$ cat src/rtl/lcd_pkg.sv
// Shared definitions for the HD44780 refresh controller: command bytes,
// sequencer and transfer state encodings, and small helper functions.
package lcd_pkg;

   localparam logic [7:0] CMD_FUNC_SET = 8'h38;  // 8-bit bus, 2 lines, 5x8 font
   localparam logic [7:0] CMD_DISP_ON  = 8'h0C;  // display on, cursor off
   localparam logic [7:0] CMD_CLEAR    = 8'h01;
   localparam logic [7:0] CMD_ENTRY    = 8'h06;  // increment, no shift
   localparam logic [7:0] CMD_LINE1    = 8'h80;
   localparam logic [7:0] CMD_LINE2    = 8'hC0;

   typedef enum logic [2:0] {
      ST_PWRUP,
      ST_INIT,
      ST_L1_ADDR,
      ST_L1_CHARS,
      ST_L2_ADDR,
      ST_L2_CHARS,
      ST_IDLE
   } lcd_state_t;

   typedef enum logic [1:0] {
      XF_IDLE,
      XF_SETUP,
      XF_STROBE,
      XF_WAIT
   } xfer_phase_t;

   function automatic int max3(input int a, input int b, input int c);
      int m;
      m = (a > b) ? a : b;
      return (m > c) ? m : c;
   endfunction

   function automatic logic [7:0] init_cmd(input logic [1:0] step);
      case (step)
         2'd0:    return CMD_FUNC_SET;
         2'd1:    return CMD_DISP_ON;
         2'd2:    return CMD_CLEAR;
         default: return CMD_ENTRY;
      endcase
   endfunction

endpackage

$ cat src/rtl/lcd_xfer.sv
// Single-byte HD44780 write: setup cycle, EN strobe, then a settle wait.
// xfer_done marks the last wait cycle so a new go can start the next setup with no gap.
module lcd_xfer
   import lcd_pkg::*;
#(
   parameter int T_EN  = 25,
   parameter int T_CMD = 2000,
   parameter int T_CLR = 82000,
   parameter int TW    = 17
) (
   input  logic       clk,
   input  logic       rst_n,
   input  logic       go,
   input  logic       rs,
   input  logic [7:0] din,
   input  logic       long_wait,
   output logic [7:0] lcd_data,
   output logic       lcd_rs,
   output logic       lcd_en,
   output logic       xfer_done
);

   xfer_phase_t   phase_reg, phase_next;
   logic [TW-1:0] timer_reg, timer_next;
   logic [7:0]    data_reg;
   logic          rs_reg;
   logic          long_reg;
   logic          load;
   logic [TW-1:0] wait_last;

   assign wait_last = long_reg ? TW'(T_CLR - 1) : TW'(T_CMD - 1);

   always_ff @(posedge clk or negedge rst_n) begin
      if (!rst_n) begin
         phase_reg <= XF_IDLE;
         timer_reg <= '0;
         data_reg  <= '0;
         rs_reg    <= 1'b0;
         long_reg  <= 1'b0;
      end else begin
         phase_reg <= phase_next;
         timer_reg <= timer_next;
         if (load) begin
            data_reg <= din;
            rs_reg   <= rs;
            long_reg <= long_wait;
         end
      end
   end

   always_comb begin
      phase_next = phase_reg;
      timer_next = timer_reg;
      xfer_done  = 1'b0;
      load       = 1'b0;
      case (phase_reg)
         XF_IDLE:   load = go;
         XF_SETUP: begin
            phase_next = XF_STROBE;
            timer_next = '0;
         end
         XF_STROBE: begin
            if (timer_reg == TW'(T_EN - 1)) begin
               phase_next = XF_WAIT;
               timer_next = '0;
            end else begin
               timer_next = timer_reg + 1'b1;
            end
         end
         XF_WAIT: begin
            if (timer_reg == wait_last) begin
               xfer_done  = 1'b1;
               load       = go;
               phase_next = XF_IDLE;
            end else begin
               timer_next = timer_reg + 1'b1;
            end
         end
         default: phase_next = XF_IDLE;
      endcase
      if (load) begin
         phase_next = XF_SETUP;
         timer_next = '0;
      end
   end

   assign lcd_data = data_reg;
   assign lcd_rs   = rs_reg;
   // EN decodes straight from the phase register, so async reset drops it at once.
   assign lcd_en   = (phase_reg == XF_STROBE);

endmodule

$ cat src/rtl/lcd_ctrl.sv
// HD44780 refresh sequencer: power-up wait, init commands, then both lines
// from the character ROM; later refreshes on start skip power-up and init.
module lcd_ctrl
   import lcd_pkg::*;
#(
   parameter int T_PWRUP = 750000,
   parameter int T_EN    = 25,
   parameter int T_CMD   = 2000,
   parameter int T_CLR   = 82000
) (
   input  logic       clk,
   input  logic       rst_n,
   input  logic       start,
   output logic [4:0] rom_addr,
   input  logic [7:0] rom_data,
   output logic [7:0] LCD_DATA,
   output logic       LCD_RS,
   output logic       LCD_RW,
   output logic       LCD_EN,
   output logic       busy,
   output logic       done
);

   localparam int TW = $clog2(max3(T_PWRUP, T_CLR, (T_CMD > T_EN) ? T_CMD : T_EN) + 1);

   lcd_state_t    state_reg, state_next;
   logic [1:0]    step_reg, step_next;
   logic [4:0]    idx_reg, idx_next;
   logic [TW-1:0] pw_reg, pw_next;
   logic          done_reg;
   logic          launch;
   logic          xfer_rs;
   logic [7:0]    xfer_byte;
   logic          xfer_done;

   always_ff @(posedge clk or negedge rst_n) begin
      if (!rst_n) begin
         state_reg <= ST_PWRUP;
         step_reg  <= '0;
         idx_reg   <= '0;
         pw_reg    <= '0;
         done_reg  <= 1'b0;
      end else begin
         state_reg <= state_next;
         step_reg  <= step_next;
         idx_reg   <= idx_next;
         pw_reg    <= pw_next;
         done_reg  <= (state_next == ST_IDLE) && (state_reg != ST_IDLE);
      end
   end

   // Next transfer is chosen from the post-transition state so it can launch
   // in the same cycle the previous one finishes.
   always_comb begin
      state_next = state_reg;
      step_next  = step_reg;
      idx_next   = idx_reg;
      pw_next    = pw_reg;
      launch     = 1'b0;
      case (state_reg)
         ST_PWRUP: begin
            if (pw_reg == TW'(T_PWRUP - 1)) begin
               state_next = ST_INIT;
               step_next  = '0;
               launch     = 1'b1;
            end else begin
               pw_next = pw_reg + 1'b1;
            end
         end
         ST_INIT: begin
            if (xfer_done) begin
               launch = 1'b1;
               if (step_reg == 2'd3) begin
                  state_next = ST_L1_ADDR;
                  step_next  = '0;
               end else begin
                  step_next = step_reg + 2'd1;
               end
            end
         end
         ST_L1_ADDR: begin
            if (xfer_done) begin
               state_next = ST_L1_CHARS;
               launch     = 1'b1;
            end
         end
         ST_L1_CHARS: begin
            if (xfer_done) begin
               idx_next = idx_reg + 5'd1;
               launch   = 1'b1;
               if (idx_reg == 5'd15)
                  state_next = ST_L2_ADDR;
            end
         end
         ST_L2_ADDR: begin
            if (xfer_done) begin
               state_next = ST_L2_CHARS;
               launch     = 1'b1;
            end
         end
         ST_L2_CHARS: begin
            if (xfer_done) begin
               idx_next = idx_reg + 5'd1;  // 31 -> 0 on the way into IDLE
               if (idx_reg == 5'd31)
                  state_next = ST_IDLE;
               else
                  launch = 1'b1;
            end
         end
         ST_IDLE: begin
            if (start) begin
               state_next = ST_L1_ADDR;
               launch     = 1'b1;
            end
         end
         default: state_next = ST_PWRUP;
      endcase
   end

   always_comb begin
      xfer_rs   = 1'b0;
      xfer_byte = 8'h00;
      case (state_next)
         ST_INIT:     xfer_byte = init_cmd(step_next);
         ST_L1_ADDR:  xfer_byte = CMD_LINE1;
         ST_L2_ADDR:  xfer_byte = CMD_LINE2;
         ST_L1_CHARS,
         ST_L2_CHARS: begin
            xfer_rs   = 1'b1;
            xfer_byte = rom_data;
         end
         default: ;
      endcase
   end

   assign rom_addr = idx_next;
   assign busy     = (state_reg != ST_IDLE);
   assign done     = done_reg;
   assign LCD_RW   = 1'b0;

   lcd_xfer #(
      .T_EN  (T_EN),
      .T_CMD (T_CMD),
      .T_CLR (T_CLR),
      .TW    (TW)
   ) u_xfer (
      .clk       (clk),
      .rst_n     (rst_n),
      .go        (launch),
      .rs        (xfer_rs),
      .din       (xfer_byte),
      .long_wait (xfer_byte == CMD_CLEAR),
      .lcd_data  (LCD_DATA),
      .lcd_rs    (LCD_RS),
      .lcd_en    (LCD_EN),
      .xfer_done (xfer_done)
   );

endmodule

$ cat config.mk
export PLATFORM = sky130hd
export DESIGN_NAME = lcd_ctrl
export DESIGN_NICKNAME = d
export VERILOG_FILES = /design/src/rtl/lcd_pkg.sv /design/src/rtl/lcd_xfer.sv /design/src/rtl/lcd_ctrl.sv
export SDC_FILE = /design/constraint.sdc
export NUM_CORES = 1
export LEC_CHECK = 0
export CELL_PAD_IN_SITES_DETAIL_PLACEMENT = 2
export CELL_PAD_IN_SITES_GLOBAL_PLACEMENT = 2
export CORE_MARGIN = 3
export CORE_UTILIZATION = 33
export DETAILED_ROUTE_END_ITERATION = 6
export PLACE_DENSITY = 0.75
export SLEW_MARGIN = 30
export SYNTH_ARGS = -nofsm -noshare
export SYNTH_HDL_FRONTEND = slang
export SYNTH_SLANG_ARGS = --single-unit
$ cat constraint.sdc
create_clock -name clk -period 2.4 [get_ports clk]
set_input_delay 0.48 -clock clk [delete_from_list [all_inputs] [get_ports clk]]
set_output_delay 0.48 -clock clk [all_outputs]
set_load 0.01 [all_outputs]
# [Yosys cells after proc, flatten, opt, wreduce, memory -nomap -nowiden]
# Cells that the tools add are included.
[classes] bitwise_logic=1 muxes=39 eq_ne=28 add_sub_neg=4 n_reduce_logical=11
[ops] op="$mux W20" n=3
[ops] op="$pmux W20 S3" n=1
[ops] op="$add A20 B1 Y20 const B" n=2
[ops] op="$pmux W8 S4" n=1
[ops] op="$mux W3" n=10
[ops] op="$pmux W3 S7" n=1
[ops] op="$eq A20 B20 Y1" n=1
[ops] op="$eq A20 B20 Y1 const B" n=1
[ops] op="$eq A20 B5 Y1 const B" n=1
[ops] op="$eq A3 B3 Y1 const B" n=6
[ops] op="$pmux W6 S3" n=1
[ops] op="$mux W17" n=1
[ops] op="$eq A3 B2 Y1 const B" n=4
[ops] op="$mux W2" n=6
[ops] op="$mux W5" n=2
[ops] op="$mux W1" n=9
[ops] op="$eq A2 B2 Y1 const B" n=4
[ops] op="$eq A8 B1 Y1 const B" n=1
[ops] op="$eq A3 B1 Y1 const B" n=2
[ops] op="$ne A3 B1 Y1 const B" n=2
[ops] op="$pmux W2 S3" n=1
[ops] op="$add A5 B1 Y5 const B" n=1
[ops] op="$eq A5 B4 Y1 const B" n=1
[ops] op="$eq A5 B5 Y1 const B" n=1
[ops] op="16 further kinds" n=20
[totals] reg_bits=63 output_inout_bits=18

# [Logic depth before layout (Yosys ltp)]
[depth] word_depth=10 ltp_mapped=11

# [Hierarchy]
# From an unflattened synthesis, not the netlist that was laid out.
[hier_totals] hier_cells=411 area_unflattened_um2=3844.9
[by_module_without_submodules] module="lcd_xfer" cells_each=210 seq_area_each_um2=800.8 n_inst=1 area_each_um2=1949.4
[by_module_without_submodules] module="lcd_ctrl" cells_each=201 seq_area_each_um2=775.7 n_inst=1 area_each_um2=1895.6

# [Worst setup path before layout]
# OpenSTA, ideal clock, no wires.
[synth_path] kind="flip-flop to flip-flop" startpoint="register idx_reg[0]" endpoint="register u_xfer.timer_reg[19]" period_less_slack_ns=2.451 path_buffers=1 arrival_time_ns=2.330 slack_ns=-0.051 path_stages_with_launch=12 cell_sequence="dfrtp_1 ha_1 and3_1 ha_1 a21o_1 a21oi_1 o31ai_4 a211oi_4 a21oi_2 buf_2 a21o_1 a22o_1"
[synth_via] elab_chain_cells=8 elab_cells_between_ends=10 cone_classes="eq/ne: 2; mux: 6; reduce/logical: 2"
[synth_rtl] item="start, declared" line="lcd_ctrl.sv:28" source="logic [4:0] idx_reg, idx_next;"
[synth_rtl] item="start signal, assigned" line="lcd_ctrl.sv:46" source="idx_reg <= idx_next;"
[synth_rtl] item="$eq A5 B5 Y1 *" line="lcd_ctrl.sv:104" source="if (idx_reg == 5'd31)"
[synth_rtl] item="$mux W1 *" line="lcd_ctrl.sv:104"
[synth_rtl] item="$mux W1 *" line="lcd_ctrl.sv:102" source="if (xfer_done) begin"
[synth_rtl] item="$pmux W1 S4 *" line="lcd_ctrl.sv:60" source="case (state_reg)"
[synth_rtl] item="$mux W1" line="lcd_xfer.sv:71" source="if (timer_reg == wait_last) begin"
[synth_rtl] item="$pmux W1 S2 *" line="lcd_xfer.sv:56" source="case (phase_reg)"
[synth_rtl] item="$ne A3 B2 Y1 (no line) or $reduce_bool A4 Y1 (tied branches)"
[synth_rtl] item="$reduce_and A2 Y1 (no line)"
[synth_rtl] item="end signal, assigned" line="lcd_xfer.sv:42" source="timer_reg <= timer_next;"
[synth_rtl] item="end, declared" line="lcd_xfer.sv:24" source="logic [TW-1:0] timer_reg, timer_next;"
# Every way passes the cells marked *; elsewhere a longest branch is shown, timed or not.
# A chain may end at the register's enable or synchronous reset.

# [Worst setup path in the final report]
[layout_path] startpoint="register u_xfer.timer_reg[9]" endpoint="output rom_addr[4]"
[layout_via] elab_chain_cells=5
[layout_rtl] item="$eq A20 B20 Y1" line="lcd_xfer.sv:71"
[layout_rtl] item="$mux W1" line="lcd_xfer.sv:71"
[layout_rtl] item="$mux W1" line="lcd_xfer.sv:56"
[layout_rtl] item="$mux W5" line="lcd_ctrl.sv:88, lcd_ctrl.sv:102"
[layout_rtl] item="$mux W5"
[layout_rtl] item="end, declared" line="lcd_ctrl.sv:14" source="output logic [4:0] rom_addr,"
# No other way between the ends.

==> qor.yml <==
hp-class: "in2async"
rrSetupSlack_ps: -660
num_vias: 4455
synth_edf_count: 0
cts_made_buffers: 9
cpMostUsedCell: "buf_4"
io_pins: 29
diodes: 0
max_freq_ghz: 0.315
io_buffer_count: 27
multi_input_area_sq_um: 2620
critPathBufInv: 6
insertion_delay_ps: 400
yosys-top-cells-area: "dfrtp_1 (43%), o21ai_0 (4.3%), nand2_1 (3.9%)"
synth_nets: 422
cp_top_family: "buffers and inverters"
finalPower_mw: 2.22
die_height_microns: 111
drv_slew: 0
required_ps: 1920
seq_area_frac_synth: 0.434
vias_per_cell: 6.31
clock-root-buffer: "clkbuf_8"
drtIter0Drc: 483
ys_seq_elements: 63
tightest_slew_ps: 877
syn_avg_cell_area_sq_um: 9.07
syn_inst: 400
holdBufCountCts: 0
path_clk_slew_ps: 100
grtUsageTotal: 0.349
slew_headroom: 0.409
antenna_found_initial: 0
use_met1: 0.424
critical-path-max-stage-delay_ps: 460
cap_violations: 0
status: "finished, violations left"
critPathArrivalTime_ps: 2690
reg2reg_depth: 13
rows: 37
path_cells: "buf_4 -> and3_2 -> a32oi_2 -> nor3_2 -> buf_4 -> nand2_4 -> nor2_4 -> buf_4 -> buf_6 -> buf_6 -> a21oi_2 -> buf_2"
crit_fanout: 4
cp_num_cells: 12
yosys_warnings: 0
grt.overflow.total: 0
use_met2: 0.591
grt_pass1_vias: 4862
area_delta_synth_final_pct: 69.8
ant_nets: 0
routedWlPerCell_microns: 36.2
grt_pass1_wl_microns: 32200
dp.cells: 641
dp_hpwl_microns: 10200
worst_slack_ps: -771
power_density_nw_per_um2: 360
setup_tns_ps: -21750
preCtsSetupSlack_ps: -716
gp_congestion: 0.774
vdd_drop_max_mv: 0.452
clock-sinks: 63
cts_tree: "built"
die_x_microns: 111
grt.busiest_layer: "met2"
period_needed_ps: 3170
synth.most_common_cell: "dfrtp_1"
cts_buffer_depth: 2
synth_common_cells: "dfrtp_1 (63), nand2_1 (38), o21ai_0 (31)"
netlist_area_sq_um: 3630
violations: "DRC, setup timing"
synth_top_area_frac: 0.434
min_period_over_period: 1.32
hold_viol_final: 0
synthArstFlopShare: 1.00
cp-end-kind: "primary output"
ys_types: 55
slowest_stage: "dfrtp_1"
htreeDepth: 3
die-area_sq_um: 12300
setup_violations: 47
synth_top_cell_by_area: "dfrtp_1"
dr.pass1.iters: 7
num-fill-cells: 1003
core_sq_um: 10500
drc: 16
fin_nets: 587
critical_path_class: "reg2out"
initial_utilization: 0.345
finClkSkew_ps: 31.2
rsz0062_at_grt: "true"
leakage_nw: 2.77
startpoint_type: "flip-flop"
register_area_sq_um: 1580
holdWs_ps: 92.0
gr-usage-met3: 0.0726
synth_ff_type: "dfrtp_1"
grt_max_degree: 28
routed_wl_microns: 25500
drive_above_1_share: 0.519
layout.cells.non_filler: 706
## cell usage in the layout, fill, tap and decap left out, drive strengths merged, types with 5 or more instances in the layout
cell,instances
and3,10
clkdlybuf4s50,20
inv,16
nor2b,7
xor2,8
buf,154
xnor2,16
nor2,27
o21ai,41
a21oi,19
nand3,28
nand2,38
nand4,13
a211oi,6
nor3,13
and4,5
dfrtp,63
clkbuf,13
ha,11
or3,10
## kinds of logic (layout without fill, tap and decap cells)
family | after synthesis | after routing | synth area share
XOR/XNOR | 24 | 24 | 0.0579
flip-flops | 63 | 63 | 0.434
multiplexers | 4 | 4 | 0.0121
AND/OR/NAND/NOR | 169 | 169 | 0.247
AO/OA/AOI/OAI | 90 | 90 | 0.162
buffers and inverters | 38 | 208 | 0.0472
other | 1 | 1 | 0.00103
adder cells (fa/ha/maj) | 11 | 11 | 0.0379
## power breakdown
| group | total, mW | internal [mW] | switching (mW) | leakage, nW |
|---|---|---|---|---|
| clock | 1.11 | 0.564 | 0.542 | 0.109 |
| combinational | 0.0526 | 0.0165 | 0.0361 | 1.86 |
| sequential | 1.06 | 1.06 | 0 | 0.802 |
## path summary, 6_finish.rpt
path / start / to
min reg2reg: u_xfer.lcd_data[5] / u_xfer.lcd_data[5]
max in group asynchronous: rst_n / u_xfer.timer_reg[7]
min: rst_n / idx_reg[0]
min in group clk: u_xfer.lcd_data[5] / u_xfer.lcd_data[5]
max: u_xfer.timer_reg[9] / rom_addr[4]
max reg2reg: u_xfer.timer_reg[7] / u_xfer.timer_reg[16]
## routing by layer
metal	wire length, microns	up-vias
li1	-	1762
met1	10200	2281
met2	12400	315
met3	1730	97
met4	1280	0
met5	0	-
## cell type report
| class | count | share of cell area |
|---|---|---|
| multi-input combinational | 299 | 0.425 |
| sequential | 63 | 0.256 |
| timing repair buffer | 175 | 0.246 |
| tap | 136 | 0.0276 |
| clock buffer | 13 | 0.0274 |
| inverter | 17 | 0.0114 |
| clock inverter | 3 | 0.00650 |
## repair_timing
| action | in CTS | in global routing |
|---|---|---|
| endpoints found under the setup margin | 39 | 52 |
| gates resized for setup | 134 | 103 |
| hold endpoints to repair | 0 | 0 |
| pin swaps | 46 | 49 |
| gates cloned | 1 | 0 |
| buffers inserted | 36 | 24 |
## metrics by stage
stage          area, sq um   util
2_1_floorplan         3640      -
3_3_place_gp          4720  0.449
3_5_place_dp          4720  0.449
4_1_cts               5640  0.536
5_1_grt               6160  0.586
6_report              6160  0.586
Power figures use the tool's default switching activity.
